$ cat config.mk
export PLATFORM = sky130hd
export DESIGN_NAME = gerador_clock_sap_flat
export DESIGN_NICKNAME = d
export VERILOG_FILES = /design/src/rtl/gerador_clock_sap_if.sv /design/src/rtl/gerador_clock_sap.sv /design/src/flat_wrapper.sv
export SDC_FILE = /design/constraint.sdc
export NUM_CORES = 1
export LEC_CHECK = 0
export BUFFER_PORTS_ARGS = -buffer_cell sky130_fd_sc_hd__buf_4
export CAP_MARGIN = 20
export CORE_MARGIN = 2
export CORE_UTILIZATION = 45
export CTS_CLUSTER_SIZE = 25
export DETAILED_ROUTE_END_ITERATION = 8
export GPL_ROUTABILITY_DRIVEN = 1
export GPL_TIMING_DRIVEN = 0
export MAX_ROUTING_LAYER = met4
export PLACE_DENSITY = 0.59
export SYNTH_ARGS = -nofsm -noshare
export SYNTH_HDL_FRONTEND = slang
export SYNTH_SLANG_ARGS = --single-unit
$ cat constraint.sdc
create_clock -name clock_fpga -period 4.5 [get_ports clock_fpga]
set_input_delay 0.9 -clock clock_fpga [delete_from_list [all_inputs] [get_ports clock_fpga]]
set_output_delay 0.9 -clock clock_fpga [all_outputs]
set_load 0.05 [all_outputs]
$ cat src/rtl/gerador_clock_sap_if.sv
// Operator/SAP-side signal bundle of the SAP-1 clock front end.
// master drives the raw inputs; slave is the clock generator itself.
interface gerador_clock_sap_if #(
    parameter int CNT_W = 8
);
    logic             key0_n;
    logic             prog_run;
    logic             selecao_manual_auto;
    logic             hlt_sig;
    logic             pulso_sap;
    logic             clock_auto;
    logic             key0_limpo;
    logic [1:0]       estado;
    logic [CNT_W-1:0] ciclos;

    modport master (
        output key0_n, prog_run, selecao_manual_auto, hlt_sig,
        input  pulso_sap, clock_auto, key0_limpo, estado, ciclos
    );

    modport slave (
        input  key0_n, prog_run, selecao_manual_auto, hlt_sig,
        output pulso_sap, clock_auto, key0_limpo, estado, ciclos
    );
endinterface

$ cat src/rtl/gerador_clock_sap.sv
// SAP-1 clock front end: input sync/debounce, run/halt FSM, auto divider
// and single-cycle step pulse generation, all in the clock_fpga domain.
//
// state  | meaning
// PARADO | stopped, waiting for the run switch
// AUTO   | free running, one step per clock_auto period
// MANUAL | one step per debounced key press
// HALT   | stopped by HLT, sticky until run switch goes low
module gerador_clock_sap #(
    parameter int DIV_HALF        = 25000000,
    parameter int DEBOUNCE_CYCLES = 1000000,
    parameter int CNT_W           = 8
) (
    input logic                clock_fpga,
    input logic                reset,
    gerador_clock_sap_if.slave sap
);
    localparam int DIV_W = $clog2(DIV_HALF);
    localparam int DEB_W = $clog2(DEBOUNCE_CYCLES);
    localparam logic [DIV_W-1:0] DIV_MAX = DIV_W'(DIV_HALF - 1);
    localparam logic [DEB_W-1:0] DEB_MAX = DEB_W'(DEBOUNCE_CYCLES - 1);

    typedef enum logic [1:0] {
        PARADO = 2'b00,
        AUTO   = 2'b01,
        MANUAL = 2'b10,
        HALT   = 2'b11
    } estado_t;

    estado_t          state_q, state_d;
    logic [1:0]       key_sync_q, run_sync_q, sel_sync_q;
    logic [DEB_W-1:0] deb_cnt_q, deb_cnt_d;
    logic             key_limpo_q, key_limpo_d;
    logic             key_limpo_ant_q;
    logic [DIV_W-1:0] div_q, div_d;
    logic             clock_auto_q, clock_auto_d;
    logic             pulso_q, pulso_d;
    logic [CNT_W-1:0] ciclos_q, ciclos_d;

    logic key_s, run_s, sel_s;
    logic em_auto, em_manual;

    assign key_s = ~key_sync_q[1];
    assign run_s = run_sync_q[1];
    assign sel_s = sel_sync_q[1];

    // Debounce: the stable level only follows after DEBOUNCE_CYCLES disagreeing edges in a row.
    always_comb begin
        deb_cnt_d   = '0;
        key_limpo_d = key_limpo_q;
        if (key_s != key_limpo_q) begin
            if (deb_cnt_q == DEB_MAX) begin
                key_limpo_d = key_s;
            end else begin
                deb_cnt_d = deb_cnt_q + DEB_W'(1);
            end
        end
    end

    always_comb begin
        state_d = state_q;
        case (state_q)
            PARADO: begin
                if (run_s) begin
                    state_d = sel_s ? AUTO : MANUAL;
                end
            end
            AUTO, MANUAL: begin
                if (sap.hlt_sig) begin
                    state_d = HALT;
                end else if (!run_s) begin
                    state_d = PARADO;
                end else begin
                    state_d = sel_s ? AUTO : MANUAL;
                end
            end
            HALT: begin
                if (!run_s) begin
                    state_d = PARADO;
                end
            end
            default: state_d = PARADO;
        endcase
    end

    // Stepping requires staying in the mode across the edge: the entry edge
    // restarts the divider and the edge leaving (e.g. into HALT) emits nothing.
    assign em_auto   = (state_q == AUTO)   && (state_d == AUTO);
    assign em_manual = (state_q == MANUAL) && (state_d == MANUAL);

    always_comb begin
        div_d        = '0;
        clock_auto_d = 1'b0;
        pulso_d      = 1'b0;
        if (em_auto) begin
            if (div_q == DIV_MAX) begin
                clock_auto_d = ~clock_auto_q;
                pulso_d      = ~clock_auto_q;
            end else begin
                div_d        = div_q + DIV_W'(1);
                clock_auto_d = clock_auto_q;
            end
        end else if (em_manual) begin
            pulso_d = key_limpo_q & ~key_limpo_ant_q;
        end
    end

    always_comb begin
        ciclos_d = ciclos_q;
        if ((state_q == PARADO) && (state_d != PARADO)) begin
            ciclos_d = '0;
        end else if (pulso_d) begin
            ciclos_d = ciclos_q + CNT_W'(1);
        end
    end

    always_ff @(posedge clock_fpga) begin
        if (reset) begin
            key_sync_q      <= 2'b11;
            run_sync_q      <= 2'b00;
            sel_sync_q      <= 2'b00;
            deb_cnt_q       <= '0;
            key_limpo_q     <= 1'b0;
            key_limpo_ant_q <= 1'b0;
            state_q         <= PARADO;
            div_q           <= '0;
            clock_auto_q    <= 1'b0;
            pulso_q         <= 1'b0;
            ciclos_q        <= '0;
        end else begin
            key_sync_q      <= {key_sync_q[0], sap.key0_n};
            run_sync_q      <= {run_sync_q[0], sap.prog_run};
            sel_sync_q      <= {sel_sync_q[0], sap.selecao_manual_auto};
            deb_cnt_q       <= deb_cnt_d;
            key_limpo_q     <= key_limpo_d;
            key_limpo_ant_q <= key_limpo_q;
            state_q         <= state_d;
            div_q           <= div_d;
            clock_auto_q    <= clock_auto_d;
            pulso_q         <= pulso_d;
            ciclos_q        <= ciclos_d;
        end
    end

    assign sap.pulso_sap  = pulso_q;
    assign sap.clock_auto = clock_auto_q;
    assign sap.key0_limpo = key_limpo_q;
    assign sap.estado     = state_q;
    assign sap.ciclos     = ciclos_q;
endmodule

$ cat src/flat_wrapper.sv
// flat-port wrapper written by rule: the top's interface ports become plain ports
module gerador_clock_sap_flat 
#(
    parameter int DIV_HALF        = 25000000,
    parameter int DEBOUNCE_CYCLES = 1000000,
    parameter int CNT_W           = 8
)
  (clock_fpga, reset, sap_key0_n, sap_prog_run, sap_selecao_manual_auto, sap_hlt_sig, sap_pulso_sap, sap_clock_auto, sap_key0_limpo, sap_estado, sap_ciclos);
  gerador_clock_sap_if #(.CNT_W(CNT_W)) sap_i ();
  input logic clock_fpga;
  input logic reset;
  input wire logic [$bits(sap_i.key0_n)-1:0] sap_key0_n;
  input wire logic [$bits(sap_i.prog_run)-1:0] sap_prog_run;
  input wire logic [$bits(sap_i.selecao_manual_auto)-1:0] sap_selecao_manual_auto;
  input wire logic [$bits(sap_i.hlt_sig)-1:0] sap_hlt_sig;
  output wire logic [$bits(sap_i.pulso_sap)-1:0] sap_pulso_sap;
  output wire logic [$bits(sap_i.clock_auto)-1:0] sap_clock_auto;
  output wire logic [$bits(sap_i.key0_limpo)-1:0] sap_key0_limpo;
  output wire logic [$bits(sap_i.estado)-1:0] sap_estado;
  output wire logic [$bits(sap_i.ciclos)-1:0] sap_ciclos;
  assign sap_i.key0_n = sap_key0_n;
  assign sap_i.prog_run = sap_prog_run;
  assign sap_i.selecao_manual_auto = sap_selecao_manual_auto;
  assign sap_i.hlt_sig = sap_hlt_sig;
  assign sap_pulso_sap = sap_i.pulso_sap;
  assign sap_clock_auto = sap_i.clock_auto;
  assign sap_key0_limpo = sap_i.key0_limpo;
  assign sap_estado = sap_i.estado;
  assign sap_ciclos = sap_i.ciclos;
  gerador_clock_sap #(.DIV_HALF(DIV_HALF), .DEBOUNCE_CYCLES(DEBOUNCE_CYCLES), .CNT_W(CNT_W)) u_core (.clock_fpga(clock_fpga), .reset(reset), .sap(sap_i));
endmodule
Word-level counts from Yosys, hierarchy flattened
Cells that the tools add are included.

word-level totals
  logic and storage cells = 48
  register bits after elaboration = 65
  output and inout port bits = 13

operators by class
  bitwise logic cells = 6
  add/sub/neg operators = 3
  eq/ne operators = 8
  reductions and logical operators = 11
  mux-type cells = 9

operators with widths
  operator               count
  $add 25x1->25 const B  1
  $eq 25x25->1 const B   1
  $add 20x1->20 const B  1
  $eq 20x20->1 const B   1
  $mux 2                 5
  $add 8x1->8 const B    1
  $eq 2x2->1 const B     3
  $pmux 2 s3             1
  $reduce_or 2->1        3
  $reduce_or 3->1        2
  $not 1->1              5
  $eq 2x1->1 const B     2
  $logic_and 1x1->1      3
  $mux 1                 3
  $logic_not 2->1        1
  $reduce_and 2->1       1
  $reduce_bool 2->1      1
  $and 1x1->1            1
  $ne 1x1->1             1

Logic depth before layout (Yosys ltp)
  depth in word-level cells = 8
  gate-level depth with buffers = 9
  mapped depth without buffers = 8

Worst setup path after synthesis
Ideal clock, no wire load.

  path type = flip-flop to flip-flop
  start point = register u_core.state_q[1], in the netlist u_core.sap.estado[1]
  end point = register u_core.ciclos_q[0], in the netlist u_core.sap.ciclos[0]
  required time = 4384 ps
  stages on the path, launching flop included = 10
  slack = 2127 ps
  arrival time = 2257 ps
  clock period less this slack = 2373 ps
  path through = dfxtp_1 -> inv_1 -> ha_1 -> nor2_1 -> a21oi_1 -> nor4_1 -> and2_0 -> clkbuf_1 -> o21ai_0 -> and3b_1

between the ends
  cells in the longest elaborated chain, start to end = 7
  elaborated cells between the ends (all ways) = 17
  classes of those cells = eq/ne (5); mux (5); reduce/logical (7)

ends and longest elaborated chain
  item                                      RTL line                                                                   text
  from (decl)                               gerador_clock_sap.sv:30                                                    estado_t state_q, state_d;
  from (signal assigned)                    gerador_clock_sap.sv:137                                                   state_q <= state_d;
  $eq 2x2->1 or $eq 2x1->1 (tied branches)  gerador_clock_sap.sv:62, gerador_clock_sap.sv:89, gerador_clock_sap.sv:88
  $reduce_or 2->1                           gerador_clock_sap.sv:62                                                    case (state_q)
  $pmux 2 s3                                gerador_clock_sap.sv:62
  $eq 2x2->1                                gerador_clock_sap.sv:89                                                    assign em_manual = (state_q == MANUAL) && (state_d == MANUAL);
  $logic_and 1x1->1                         gerador_clock_sap.sv:89
  $mux 1                                    gerador_clock_sap.sv:103                                                   end else if (em_manual) begin
  $mux 1                                    gerador_clock_sap.sv:95                                                    if (em_auto) begin
  to (signal assigned)                      gerador_clock_sap.sv:141                                                   ciclos_q <= ciclos_d;
  to (decl)                                 gerador_clock_sap.sv:38                                                    logic [CNT_W-1:0] ciclos_q, ciclos_d;

Parallel ways exist; a longest one is shown, timed or not.
A chain may end at the register's enable or synchronous reset.

Worst setup path in the final report
  start point = register u_core.state_q[1], in the netlist u_core.sap.estado[1]
  end point = register u_core.ciclos_q[7], in the netlist u_core.sap.ciclos[7]

Same word-level chain as after synthesis.

==> results.md <==
- Post-CTS Hold Buffers: 0
- Total gr overflow: 0
- Initial drt markers: 118
- Total number of vias: approximately 2200
- First-pass GRT wire length: 9360 um
- CP top delay family: simple AND/OR/NAND/NOR gates
- Share of post-route cells with drive strength above 1: 12.3%
- Final wirelength: between 5000 and 6000 um
- DRC: 0
- CP max-delay cell: dfxtp_1
- Clk sinks: 65
- Post-CTS Setup Bufs: 0
- Max-cap viol count: 0
- Register area share after synthesis: 44.5%
- Ports: 19
- I/O Buffers: 17
- Full die area: 7160 um^2
- Die Width: 84.6 um
- RSZ-0062 raised after global routing: no
- Post-synth cell types: 43
- Fillers: 603
- TritonRoute pass-1 iters: 4
- Post-synthesis net count: 340
- CORE AREA: 6310 um^2
- Worst-case clock buffer depth: 2
- Critical Path AT: ~2700 ps
- Relative slew margins: about three fifths
- DP Worst Slack: 2000 ps
- Final Hold Fails: 0
- CP max stage delay: 480 ps
- Worst VDD drop: about 0.21 mV
- Vias per std cell: between 5 and 6
- Data required, critical path: 4760 ps
- Synth Flop Type: dfxtp_1
- N_diodes: 0
- Gate Count Post-Synth: 327
- Non-Filler Cell Area, Final: 3340 um^2
- CTS resizes: 0
- Tmin final: 2460 ps
- Num rows: 29
- Initial antenna violation count: 0
- Sequential share of power: ~50%
- Top post-synthesis cells by area: dfxtp_1, xor2_1, nor2_1, xnor2_1, nand2_1
- Setup Viol. Count Final: 0
- Post-synth EDFFs: 0
- Worst-path clk slew: 70 ps
- Leak pwr: 1.22 nW
- Bufs and invs on worst path: 2
- Syn-to-layout area delta: 14.3%
- H-tree levels: 3
- Cts bufs inserted: 9
- Peak Freq: 407 MHz
- Logic pwr share: 6.8%
- Clock share of power: 42.4%
- Placed Area: 3150 um^2
- Dpl hpwl: between 3000 and 4000 um
- Post-synth top area cell: dfxtp_1
- Period utilization: between 50% and 60%
- Sw Share: between 20% and 30%
- Worst-margin pin slew: 606 ps
- Vias in the first global route: 2107
- Initial core utilization: a little under half
- Antenna-violating nets left: 0
- Synth top area share: between 40% and 50%
- Final RePlAce weighted congestion: 0.763
- Outcome: completed
- Pwr/cell area: between 300 and 400 nW/um^2
- Sum Neg Setup Slack: 0 ps
- Nets: ~370
- Startpoint types: flip-flop
- Root Buffer: clkbuf_8
- Die Y: about 85 um
- Final Skew: a little under 6 ps
- CTS tree: built
- Slew Viols, Final: 0
- PnR worst setup slack: ~2000 ps
- Seq cells post-synth: 65
- GRT Total Usage: 16.6%
- Crit-path max FO: 8
- Syn_area_per_cell: 8.94 um^2
- Internal Power: about 0.0009 W
- Crit path capture type: flip-flop
- Largest net degree at the start of global routing: 11
- Sw Pwr: 0.000264 W
- Cell area after synthesis: roughly 2900 um^2
- Hold Crit Class: flip-flop to flip-flop
- WL/cell: about 12 um
- Clk_lat worst skew: 330 ps
- Synth warn: 0
- Crit Path Class: flip-flop to flip-flop
- Fraction of registers with async set/reset: 0%
- Crit path cell chain: inv_1 > ha_1 > nor2_1 > a21oi_1 > nor4_1 > and2_0 > clkbuf_1 > o2bb2ai_1 > mux2i_1
cell usage in the layout, fill, tap and decap left out, types with 6 or more instances in the layout:
cell type and instances:
nand4_1 13, ha_1 7, dfxtp_1 65, mux2i_1 6
nand3_1 20, nand2_1 27, clkbuf_8 11, nor2_1 61
or3_1 8, xnor2_1 14, nor2b_1 6, and3_1 12
xor2_1 27, buf_4 17
synthesized netlist by cell type, types with 2 or more instances:
master     count
nor4b_2        2
ha_1           7
a21oi_1        5
o21ai_1        3
nor4_1         2
inv_1          5
o21ai_0        3
nand3_1       20
mux2i_1        6
nor3_1         4
and2_1         2
nor2_1        61
xor2_1        27
o2bb2ai_1      2
and3_1        12
xnor2_1       14
and4_1         5
nor2b_1        6
buf_6          2
or3_1          8
clkbuf_1       4
nand4_1       13
dfxtp_1       65
nand2b_1       3
nand2_1       27
or2_2          2
cell type report:
cell class / count / area (um^2) / share of cell area (%)
Clock buffer: 12 / 155 / 4.64
Inverter: 5 / 18.8 / 0.562
Tap cell: 77 / 96.3 / 2.88
Timing Repair Buffer: 17 / 128 / 3.82
Clock inverter: 3 / 40.0 / 1.20
Multi-Input combinational cell: 250 / 1560 / 46.7
Sequential cell: 65 / 1300 / 38.9
Buffer: 7 / 42.5 / 1.27
stage by stage:
| stage | power [W] | utilization, % | instances | hold slack (ps) |
|---|---|---|---|---|
| 2_1_floorplan | 0.000658 | - | 327 | 389 |
| 3_3_place_gp | 0.000679 | 49.8 | 421 | 397 |
| 3_5_place_dp | 0.000678 | 49.8 | 421 | 399 |
| 4_1_cts | 0.00117 | 52.9 | 436 | 419 |
| 5_1_grt | 0.00121 | 52.9 | 436 | 457 |
| 6_report | 0.00116 | 52.9 | 436 | 421 |
worst paths after layout:
kind                   startpoint                    to  slack, ps  cells past startpoint
max          u_core.sap.estado[1]  u_core.sap.ciclos[7]       2040                      9
min          u_core.key_sync_q[0]  u_core.key_sync_q[1]        420                      1
max reg2reg  u_core.sap.estado[1]  u_core.sap.ciclos[7]       2040                      9
min reg2reg  u_core.key_sync_q[0]  u_core.key_sync_q[1]        420                      1
cell families (layout without fill, tap and decap cells):
kind of cell / after synthesis / after routing / share of synthesized area [%]
buffers and inverters: 12 / 44 / 2.10
adder cells (fa/ha/maj): 7 / 7 / 3.00
XOR/XNOR: 41 / 41 / 12.3
AND/OR/NAND/NOR: 176 / 176 / 31.3
multiplexers: 6 / 6 / 2.05
AO/OA/AOI/OAI: 20 / 20 / 4.71
flip-flops: 65 / 65 / 44.5
state kept, by name, summed over array words and instances, names as in the netlist:
signal / cells
u_core.key_sync_q: 2
u_core.deb_cnt_q: 20
u_core.div_q: 25
u_core.run_sync_q: 2
u_core.sap.ciclos: 8
u_core.sel_sync_q: 2
u_core.sap.pulso_sap: 1
u_core.key_limpo_ant_q: 1
u_core.sap.estado: 2
u_core.sap.key0_limpo: 1
u_core.sap.clock_auto: 1
power groups by stage:
stage | Sequential, W | Combinational, W | Clock, W
3_5_place_dp | 0.000600 | 0.0000787 | 0
5_1_grt | 0.000587 | 0.0000879 | 0.000531
4_1_cts | 0.000587 | 0.0000792 | 0.000503
3_3_place_gp | 0.000600 | 0.0000791 | 0
6_report | 0.000587 | 0.0000788 | 0.000490
2_1_floorplan | 0.000607 | 0.0000509 | 0
routing by layer:
layer  part of all wire [%]  track usage (%)
met4                   0.57             6.35
met5                      0                -
met2                     45             24.9
met3                    3.4             5.70
met1                     51             20.5
Power figures use the tool's default switching activity.
